$ cat config.mk
export PLATFORM = sky130hd
export DESIGN_NAME = reset_sequencer_flat
export DESIGN_NICKNAME = d
export VERILOG_FILES = /design/src/rtl/reset_sequencer_pkg.sv /design/src/rtl/reset_sequencer_if.sv /design/src/rtl/reset_sequencer_delay_counter.sv /design/src/rtl/reset_sequencer.sv /design/src/flat_wrapper.sv
export SDC_FILE = /design/constraint.sdc
export NUM_CORES = 1
export LEC_CHECK = 0
export ABC_CLOCK_PERIOD_IN_PS = 890
export BUFFER_PORTS_ARGS = -buffer_cell sky130_fd_sc_hd__buf_2
export CAP_MARGIN = 10
export CELL_PAD_IN_SITES_DETAIL_PLACEMENT = 1
export CELL_PAD_IN_SITES_GLOBAL_PLACEMENT = 1
export CORE_ASPECT_RATIO = 0.6
export CORE_MARGIN = 4
export CORE_UTILIZATION = 35
export CTS_CLUSTER_DIAMETER = 50
export DETAILED_ROUTE_END_ITERATION = 7
export GPL_ROUTABILITY_DRIVEN = 0
export PLACE_DENSITY_LB_ADDON = 0.1
export SLEW_MARGIN = 30
export SYNTH_ARGS = -nofsm -noshare
export SYNTH_HDL_FRONTEND = slang
export SYNTH_SLANG_ARGS = --single-unit
$ cat constraint.sdc
create_clock -name clk -period 0.89 [get_ports clk]
set_input_delay 0.1335 -clock clk [delete_from_list [all_inputs] [get_ports clk]]
set_output_delay 0.1335 -clock clk [all_outputs]
set_load 0.005 [all_outputs]
$ cat src/rtl/reset_sequencer_pkg.sv
// Shared types and helpers for the reset sequencer.
// Contents: FSM state enum, reset-cause enum, constant max helper.
package reset_sequencer_pkg;

  typedef enum logic [2:0] {
    HOLD       = 3'd0,
    WAIT_LOCK  = 3'd1,
    RELEASE    = 3'd2,
    WAIT_READY = 3'd3,
    RUN        = 3'd4
  } rst_seq_state_t;

  typedef enum logic [1:0] {
    POWER_ON  = 2'd0,
    SOFT      = 2'd1,
    LOCK_LOSS = 2'd2
  } rst_cause_t;

  // Largest of three values, used to size the shared delay counter.
  function automatic int unsigned max3(input int unsigned a, input int unsigned b,
                                       input int unsigned c);
    int unsigned m;
    m = (a > b) ? a : b;
    return (m > c) ? m : c;
  endfunction

endpackage

$ cat src/rtl/reset_sequencer_if.sv
// Handshake bundle between the reset sequencer and the reset domains.
// master: sequencer side (drives rst, seq_busy[, rst_cause]; reads sw_rst_req, stage_ready).
// slave : subsystem side (the reverse).
// Optional RESET_SEQ_CAUSE_EN adds rst_cause.
interface reset_sequencer_if #(
  parameter int unsigned N_STAGES = 3
) ();
  import reset_sequencer_pkg::*;

  logic                sw_rst_req;
  logic [N_STAGES-1:0] stage_ready;
  logic [N_STAGES-1:0] rst;
  logic                seq_busy;

`ifdef RESET_SEQ_CAUSE_EN
  rst_cause_t          rst_cause;

  modport master (input sw_rst_req, input stage_ready,
                  output rst, output seq_busy, output rst_cause);
  modport slave  (output sw_rst_req, output stage_ready,
                  input rst, input seq_busy, input rst_cause);
`else
  modport master (input sw_rst_req, input stage_ready,
                  output rst, output seq_busy);
  modport slave  (output sw_rst_req, output stage_ready,
                  input rst, input seq_busy);
`endif

endinterface

$ cat src/rtl/reset_sequencer_delay_counter.sv
// Shared cycle counter used for the hold time, lock filter and stage gap.
// Ports: clk, rst_n (async active-low), load (clear to 0), enable (count),
// last (terminal value), done_c (combinational: count equals last).
// The counter wraps to 0 on its own when it counts past last.
module rst_delay_counter #(
  parameter int unsigned CNT_W = 6
) (
  input  logic             clk,
  input  logic             rst_n,
  input  logic             load,
  input  logic             enable,
  input  logic [CNT_W-1:0] last,
  output logic             done_c
);

  logic [CNT_W-1:0] cnt;

  assign done_c = (cnt == last);

  always_ff @(posedge clk or negedge rst_n) begin
    if (!rst_n) begin
      cnt <= '0;
    end else if (load) begin
      cnt <= '0;
    end else if (enable) begin
      cnt <= done_c ? '0 : cnt + CNT_W'(1);
    end
  end

endmodule

$ cat src/rtl/reset_sequencer.sv
// Ordered per-domain reset sequencer.
// Ports: clk; arst (async active-low board reset); pll_locked (async, 2-FF synced);
// bus (master modport): sw_rst_req, stage_ready in; rst, seq_busy[, rst_cause] out.
// Optional RESET_SEQ_CAUSE_EN adds the registered rst_cause output.
// Domains are released one at a time after hold, lock filter and a per-stage gap,
// each waiting for the previous domain's ready.
module reset_sequencer
  import reset_sequencer_pkg::*;
#(
  parameter int unsigned N_STAGES    = 3,
  parameter int unsigned STAGE_DELAY = 16,
  parameter int unsigned LOCK_FILTER = 8,
  parameter int unsigned SW_HOLD     = 32
) (
  input  logic                clk,
  input  logic                arst,
  input  logic                pll_locked,
  reset_sequencer_if.master   bus
);

  localparam int unsigned CNT_W = $clog2(max3(SW_HOLD, LOCK_FILTER, STAGE_DELAY) + 1);
  localparam int unsigned IDX_W = (N_STAGES > 1) ? $clog2(N_STAGES) : 1;

  localparam logic [CNT_W-1:0] HOLD_LAST  = CNT_W'(SW_HOLD - 1);
  localparam logic [CNT_W-1:0] LOCK_LAST  = CNT_W'(LOCK_FILTER - 1);
  localparam logic [CNT_W-1:0] STAGE_LAST = CNT_W'(STAGE_DELAY - 1);
  localparam logic [IDX_W-1:0] IDX_LAST   = IDX_W'(N_STAGES - 1);

  // Reset bridge: asserts with arst, releases two clocks after it rises.
  logic [1:0] arst_sync;
  logic       rst_n_int;

  always_ff @(posedge clk or negedge arst) begin
    if (!arst) arst_sync <= '0;
    else       arst_sync <= {arst_sync[0], 1'b1};
  end

  assign rst_n_int = arst_sync[1];

  // Lock synchroniser.
  logic [1:0] lock_sync;
  logic       lock_s;

  always_ff @(posedge clk or negedge arst) begin
    if (!arst) lock_sync <= '0;
    else       lock_sync <= {lock_sync[0], pll_locked};
  end

  assign lock_s = lock_sync[1];

  rst_seq_state_t      state, state_nx;
  logic [IDX_W-1:0]    idx, idx_nx;
  logic [N_STAGES-1:0] rst_q, rst_nx;
  logic                busy_q, busy_nx;

  logic                cnt_load, cnt_en, cnt_done_c;
  logic [CNT_W-1:0]    cnt_last;

  // Lock loss only counts as a fault once sequencing has started; in WAIT_LOCK
  // it just restarts the filter.
  logic lock_lost_c;
  logic fault_c;

  assign lock_lost_c = !lock_s &&
                       ((state == RELEASE) || (state == WAIT_READY) || (state == RUN));
  assign fault_c     = (state != HOLD) && (bus.sw_rst_req || lock_lost_c);

  rst_delay_counter #(.CNT_W(CNT_W)) u_cnt (
    .clk    (clk),
    .rst_n  (rst_n_int),
    .load   (cnt_load),
    .enable (cnt_en),
    .last   (cnt_last),
    .done_c (cnt_done_c)
  );

  // Terminal count depends on state only, so it never loops back through done_c.
  always_comb begin
    cnt_last = HOLD_LAST;
    case (state)
      WAIT_LOCK: cnt_last = LOCK_LAST;
      RELEASE:   cnt_last = STAGE_LAST;
      default:   cnt_last = HOLD_LAST;
    endcase
  end

  // State register and registered outputs.
  always_ff @(posedge clk or negedge rst_n_int) begin
    if (!rst_n_int) begin
      state  <= HOLD;
      idx    <= '0;
      rst_q  <= '1;
      busy_q <= 1'b1;
    end else begin
      state  <= state_nx;
      idx    <= idx_nx;
      rst_q  <= rst_nx;
      busy_q <= busy_nx;
    end
  end

  // Next-state and counter control.
  always_comb begin
    state_nx = state;
    idx_nx   = idx;
    cnt_load = 1'b0;
    cnt_en   = 1'b0;
    if (fault_c) begin
      state_nx = HOLD;
      idx_nx   = '0;
      cnt_load = 1'b1;
    end else begin
      case (state)
        HOLD: begin
          if (bus.sw_rst_req) begin
            cnt_load = 1'b1;
          end else begin
            cnt_en = 1'b1;
            if (cnt_done_c) state_nx = WAIT_LOCK;
          end
        end
        WAIT_LOCK: begin
          if (!lock_s) begin
            cnt_load = 1'b1;
          end else begin
            cnt_en = 1'b1;
            if (cnt_done_c) begin
              state_nx = RELEASE;
              idx_nx   = '0;
            end
          end
        end
        RELEASE: begin
          cnt_en = 1'b1;
          if (cnt_done_c) state_nx = WAIT_READY;
        end
        WAIT_READY: begin
          if (bus.stage_ready[idx]) begin
            if (idx == IDX_LAST) begin
              state_nx = RUN;
            end else begin
              idx_nx   = idx + IDX_W'(1);
              state_nx = RELEASE;
            end
          end
        end
        RUN: ;
        default: begin
          state_nx = HOLD;
          idx_nx   = '0;
          cnt_load = 1'b1;
        end
      endcase
    end
  end

  // Output decode from the upcoming state so the outputs come straight from flops.
  always_comb begin
    rst_nx  = '1;
    busy_nx = (state_nx != RUN);
    case (state_nx)
      RELEASE: begin
        for (int unsigned j = 0; j < N_STAGES; j++) rst_nx[j] = (IDX_W'(j) >= idx_nx);
      end
      WAIT_READY: begin
        for (int unsigned j = 0; j < N_STAGES; j++) rst_nx[j] = (IDX_W'(j) > idx_nx);
      end
      RUN:     rst_nx = '0;
      default: rst_nx = '1;
    endcase
  end

  assign bus.rst      = rst_q;
  assign bus.seq_busy = busy_q;

`ifdef RESET_SEQ_CAUSE_EN
  // Cause of the most recent HOLD entry; lock loss outranks a soft request.
  rst_cause_t cause_q, cause_nx;

  always_comb begin
    cause_nx = cause_q;
    if (fault_c) cause_nx = lock_lost_c ? LOCK_LOSS : SOFT;
  end

  always_ff @(posedge clk or negedge rst_n_int) begin
    if (!rst_n_int) cause_q <= POWER_ON;
    else            cause_q <= cause_nx;
  end

  assign bus.rst_cause = cause_q;
`endif

endmodule

$ cat src/flat_wrapper.sv
// flat-port wrapper written by rule: the top's interface ports become plain ports
module reset_sequencer_flat import reset_sequencer_pkg::*;
#(
  parameter int unsigned N_STAGES    = 3,
  parameter int unsigned STAGE_DELAY = 16,
  parameter int unsigned LOCK_FILTER = 8,
  parameter int unsigned SW_HOLD     = 32
)
  (clk, arst, pll_locked, bus_sw_rst_req, bus_stage_ready, bus_rst, bus_seq_busy);
  reset_sequencer_if #(.N_STAGES(N_STAGES)) bus_i ();
  input  logic clk;
  input  logic arst;
  input  logic pll_locked;
  input wire logic [$bits(bus_i.sw_rst_req)-1:0] bus_sw_rst_req;
  input wire logic [$bits(bus_i.stage_ready)-1:0] bus_stage_ready;
  output wire logic [$bits(bus_i.rst)-1:0] bus_rst;
  output wire logic [$bits(bus_i.seq_busy)-1:0] bus_seq_busy;
  assign bus_i.sw_rst_req = bus_sw_rst_req;
  assign bus_i.stage_ready = bus_stage_ready;
  assign bus_rst = bus_i.rst;
  assign bus_seq_busy = bus_i.seq_busy;
  reset_sequencer #(.N_STAGES(N_STAGES), .STAGE_DELAY(STAGE_DELAY), .LOCK_FILTER(LOCK_FILTER), .SW_HOLD(SW_HOLD)) u_core (.clk(clk), .arst(arst), .pll_locked(pll_locked), .bus(bus_i));
endmodule
* Word level (Yosys, flattened, before mapping)
Cells that the tools add are included.
** Word-level totals
- Register bits :: 19
- Bits of input ports :: 7
- Output and inout bits :: 4
- Logic and storage cells :: 67
** Cells by class
- $add $sub $neg :: 2
- Order comparisons :: 7
- Eq/ne operators :: 10
- Muxes and demuxes :: 30
- Reductions and logical operators :: 11
** Operators with widths (count)
- two-way mux 3 bit :: 8
- two-way mux 6 bit :: 3
- case mux 3 bit (5 select lines) :: 1
- equality test 3 x 2 -> 1 bit, second input constant :: 4
- two-way mux 2 bit :: 5
- case mux 5 bit (2 select lines) :: 1
- case mux 3 bit (3 select lines) :: 1
- two-way mux 1 bit :: 7
- adder 6 x 1 -> 6 bit, second input constant :: 1
- equality test 3 bit, second input constant :: 2
- equality test 6 x 5 -> 1 bit :: 1
- case mux 1 bit (3 select lines) :: 2
- case mux 2 bit (3 select lines) :: 1
- OR reduction 3 bit :: 2
- greater-or-equal comparator 1 x 2 -> 1 bit, first input constant :: 2
- > comparator 1 x 2 -> 1 bit, first input constant :: 2
- equality test 3 x 1 -> 1 bit, second input constant :: 1
- zero test 3 bit :: 1
- logical OR 1 bit :: 3
- less-than comparator 2 x 3 -> 1 bit, second input constant :: 1
- != test 3 bit, second input constant :: 1
- nonzero test 3 bit :: 1
- adder 2 x 1 -> 2 bit, second input constant :: 1
- binary-select mux 1 bit (select 2 bit) :: 1
- 6 further kinds :: 7

* Longest topological paths before layout
- Word-level depth :: 9
- Mapped depth :: 7
- Mapped depth without buffers :: 7

* Hierarchy
From an unflattened synthesis, not the netlist that was laid out.
** Unflattened totals
- Cells, all modules :: 120
- Area total of the unflattened synthesis :: 1229.9 um2
** Modules (own cells, without submodules)
- reset_sequencer :: times used 1, cells an instance 83, area an instance 830.8 um2, seq. area each 330.3 um2
- rst_delay_counter :: times used 1, cells an instance 37, area an instance 399.1 um2, seq. area each 150.1 um2

* Least setup slack after synthesis
Ideal clock, no wire load.
- Path kind :: register -> register
- Start point :: register u_core.idx[0]
- End point :: register u_core.rst_q[1], in the netlist u_core.bus.rst[1]
- Setup time :: 0.091 ns
- Arrival :: 1.988 ns
- Required time :: 0.799 ns
- Setup slack :: -1.189 ns
- Stages on the path, launching flop included :: 8
- Buffers on the path :: 0
- Clock period less this slack :: 2.079 ns
- Path through :: dfrtp_1 -> inv_1 -> ha_1 -> or4bb_1 -> o211ai_1 -> o311a_1 -> a2111oi_4 -> o31ai_1
** Between the ends
- Word-level cells in the longest chain between the ends :: 7
- Elaborated cells on any way between the ends :: 20
- Those cells by class :: add/sub: 1; order compare: 2; eq/ne: 4; mux: 13
** RTL lines
- from (decl) :: line reset_sequencer.sv:52 : logic [IDX_W-1:0] idx, idx_nx;
- from (signal assigned) :: line reset_sequencer.sv:96 : idx <= idx_nx;
- adder 2 x 1 -> 2 bit (tied with other cells) :: line reset_sequencer.sv:142 : idx_nx = idx + IDX_W'(1);
- two-way mux 2 bit or two-way mux 1 bit (tied branches) :: line reset_sequencer.sv:139, reset_sequencer.sv:138
- two-way mux 2 bit (*) :: line reset_sequencer.sv:138 : if (bus.stage_ready[idx]) begin
- case mux 2 bit (3 select lines) (*) :: line reset_sequencer.sv:113 : case (state)
- two-way mux 2 bit (*) :: line reset_sequencer.sv:108 : if (fault_c) begin
- named net u_core.idx_nx[1] :: line reset_sequencer.sv:52
- > comparator 1 x 2 -> 1 bit or greater-or-equal comparator 1 x 2 -> 1 bit (tied branches) :: line reset_sequencer.sv:166, reset_sequencer.sv:163
- case mux 3 bit (3 select lines) (*) :: line reset_sequencer.sv:161 : case (state_nx)
- named net u_core.rst_nx[1] :: line reset_sequencer.sv:53 : logic [N_STAGES-1:0] rst_q, rst_nx;
- to (signal assigned) :: line reset_sequencer.sv:97 : rst_q <= rst_nx;
- to (decl) :: line reset_sequencer.sv:53
The timed path passes the listed nets; every way through them passes the cells marked *. The select of a mux whose other input is x is not followed.
A chain may end at the register's enable or synchronous reset.

* Worst setup path in the final report
- Start point :: register u_core.idx[1]
- End point :: register u_core.rst_q[1], in the netlist u_core.bus.rst[1]
** Between the ends
- Word-level cells in the longest chain between the ends :: 7
- Elaborated cells on any way between the ends :: 20
- Those cells by class :: add/sub: 1; order compare: 2; eq/ne: 4; mux: 13
** RTL lines (line)
- adder 2 x 1 -> 2 bit (tied with other cells) :: reset_sequencer.sv:142
- two-way mux 2 bit or two-way mux 1 bit (tied branches) :: reset_sequencer.sv:139, reset_sequencer.sv:138
- two-way mux 2 bit :: reset_sequencer.sv:138
- case mux 2 bit (3 select lines) (*) :: reset_sequencer.sv:113
- two-way mux 2 bit (*) :: reset_sequencer.sv:108
- named net u_core.idx_nx[1] :: reset_sequencer.sv:52
- > comparator 1 x 2 -> 1 bit or greater-or-equal comparator 1 x 2 -> 1 bit (tied branches) :: reset_sequencer.sv:166, reset_sequencer.sv:163
- case mux 3 bit (3 select lines) (*) :: reset_sequencer.sv:161
- named net u_core.rst_nx[1] :: reset_sequencer.sv:53
Marks and branches as above.

==> metrics.txt <==
Layout area overhead 64.0%; Worst Path Max Fanout 4; Rows 16; CP Capture Type flop; Die H 54.3 um; DR DRC count 0; Placed Area 0.00170 mm2; count leader, synth dfrtp_1; EDFF count, synth 0; cell taking the most area after synthesis dfrtp_1; die area 0.00463 mm2; Initial DRT Pass Iterations 4; DR vias/cell 5.62; TritonCTS buffer count 3; initial antenna violation count 0; vias in the first global route between 1000 and 1500; share of layout cells above drive strength 1 approximately 61%; startpoint types flop; fin cells 241; Max VDD drop 723 uV; Synth Net Count 138; placed cell count about 220; Hold Violations, Final 0; Clock Skew 0.00405 ns; Top FF cell, synth dfrtp_1; status complete, but fails checks; Hold Crit Class input port to asynchronous set/reset pin; initial drt markers 88; Mapped Area 0.00125 mm2; Syn Area/Cell 9.78 um2; combinational share of power approximately 18%; Tot Pwr about 1900 uW; Clk Latency, worst-skew pair 0.27 ns; Antenna Nets Post-Route 0; DR vias about 1400; H-tree levels 1; final setup violation count 19; drt wl/cell 20.2 um; Psw 536 uW; slack of the critical path -1.14 ns; io pins 11; Cells after Synth around 130; first-pass GRT wire length 7220 um; clock network power share 34.1%; synthesis-stage register bit count 19; largest net degree at the start of global routing 16; Flop pwr share 48.0%; fin. max-slew vios 0; Worst EP arrival between 2 and 2.5 ns; Tot GR Track Use 20.8%; switching part of the total between 20% and 30%; core box area 0.00334 mm2; chip width 85.2 um; post-synth top area share 30.0%; most frequent cells after synthesis dfrtp_1 (15), nor2_1 (8), inv_1 (7), o21ai_0 (7); library cells used by synthesis about 60; Total Wirelength 4870 um; yosys warns 0; Hold WS roughly 0.18 ns; final worst-path cycle share 228%; Critical Path RT 1.07 ns; RSZ-0062 raised after global routing true; CTS tree yes; Int Pwr 1390 uW; Fmax 492 MHz; Tmin final between 2 and 2.5 ns; Synth area leaders dfrtp_1 (30%), dfstp_2 (8.4%), ha_1 (3.0%); IO buf count 10; PwrDens 938 mW/mm2; Reg clk slew, reported paths 0.08 ns; CTS Sinks 19; Clock Path Buffers 2; DPL Wire Length 3250 um; max cap viols 0; number of diodes 0; Root Buffer clkbuf_8; Starting Density 37.4%; Seq/Total Area, Yosys a little under two fifths; grt total ovfl 0; number of nets in the layout 207; cell area after layout slightly above 0.002 mm2; failing checks setup timing; Leak Pwr 0.000907 uW; critical path type flop to flop; Synth async-reset ratio 100%; Core Util, Final slightly above 60%
==> repair_timing <==
item                                    in CTS  in global routing
hold buffers                                 2                  0
setup buffers                                6                  7
endpoints found under the setup margin      19                 19
gates cloned                                 0                  0
gates resized for setup                     15                 27
endpoints found under the hold margin        5                  0
pin swaps                                    8                  6
==> through the flow <==
step                TNS (ns)  setup slack, ns
global route          -15.79            -1.28
CTS                   -13.96            -1.09
floorplan             -10.11            -1.06
finish                -14.43            -1.14
detailed placement    -14.42            -1.14
global placement      -13.48            -1.04
==> flip-flops by register name, indices dropped and copies added (netlist names) <==
name and flops:
u_core.lock_sync 2, u_core.idx 2, u_core.arst_sync 2, u_core.state 3, u_core.bus.rst 3, u_core.u_cnt.cnt 6
u_core.bus.seq_busy 1
==> logic make-up after synthesis <==
logic type	count (synthesis)	synth area share [%]
simple gates	47	22.3
fa+ha+maj	4	3.90
flops	19	38.4
buf+inv	14	5.90
compound gates	40	27.0
mux	1	0.800
xor+xnor	2	1.40
other cells	1	0.300
==> cells in the final DEF, fill, tap and decap left out, types with 2 or more instances in the layout <==
cell type,Yosys,routed
a211oi_4,1,2
and2_1,3,3
nor2_4,0,2
dlygate4sd3_1,0,2
dfrtp_2,0,5
inv_2,0,3
buf_4,3,53
or3_4,1,2
o21ai_2,0,2
nor2_2,0,2
a21oi_4,0,2
nand3_1,5,4
a211o_1,3,3
buf_2,2,8
buf_6,1,6
inv_1,7,4
dfstp_2,4,4
ha_4,0,2
nand3b_1,4,4
o21ai_0,7,4
o211ai_1,2,2
nor2_1,8,4
nand2_1,5,4
clkbuf_8,0,3
or2_2,4,3
nor3_1,3,2
dfrtp_1,15,10
xor2_1,2,2
==> routing by layer <==
layer	up-vias	GRT usage [%]	routed length [um]
met5	-	0	0
met3	6	3.61	233
li1	613	-	-
met4	0	1.58	60
met2	41	36.9	2380
met1	695	28.2	2200
==> final cells by class <==
| cell class | instances | area (um2) |
|---|---|---|
| fill | 364 | 1290 |
| timing repair buffer | 71 | 561 |
| sequential | 19 | 487 |
| tap | 45 | 56.3 |
| clock buffer | 3 | 41.3 |
| inverter | 7 | 26.3 |
| multi-input combinational | 95 | 873 |
| clock inverter | 1 | 7.51 |
==> final timing paths <==
check                                 endpoint  cells past startpoint  slack [ns]                start
setup / recovery             u_core.bus.rst[1]                      7       -1.14        u_core.idx[1]
hold / removal             u_core.lock_sync[0]                      2        0.18                 arst
setup reg to reg             u_core.bus.rst[1]                      7       -1.14        u_core.idx[1]
hold reg to reg            u_core.u_cnt.cnt[5]                      1        0.19  u_core.arst_sync[1]
max in group asynchronous    u_core.bus.rst[1]                      1        0.45  u_core.arst_sync[1]
min in group clk           u_core.arst_sync[1]                      0        0.36  u_core.arst_sync[0]
==> power by group through the flow <==
stage          sequential (uW)  clock [uW]  combinational, uW
6_report                   924         655                344
5_1_grt                    929         712                372
4_1_cts                    923         669                293
3_5_place_dp               936           0                262
3_3_place_gp               933           0                254
2_1_floorplan              942           0                117
==> critical path, stage by stage (launching register included) <==
cell,delay [ns]
dfrtp_2,0.45
inv_2,0.09
ha_4,0.20
or4bb_1,0.49
o211ai_1,0.16
o311a_1,0.27
a2111oi_4,0.07
o31ai_1,0.22
(Power assumes the default switching activity.)
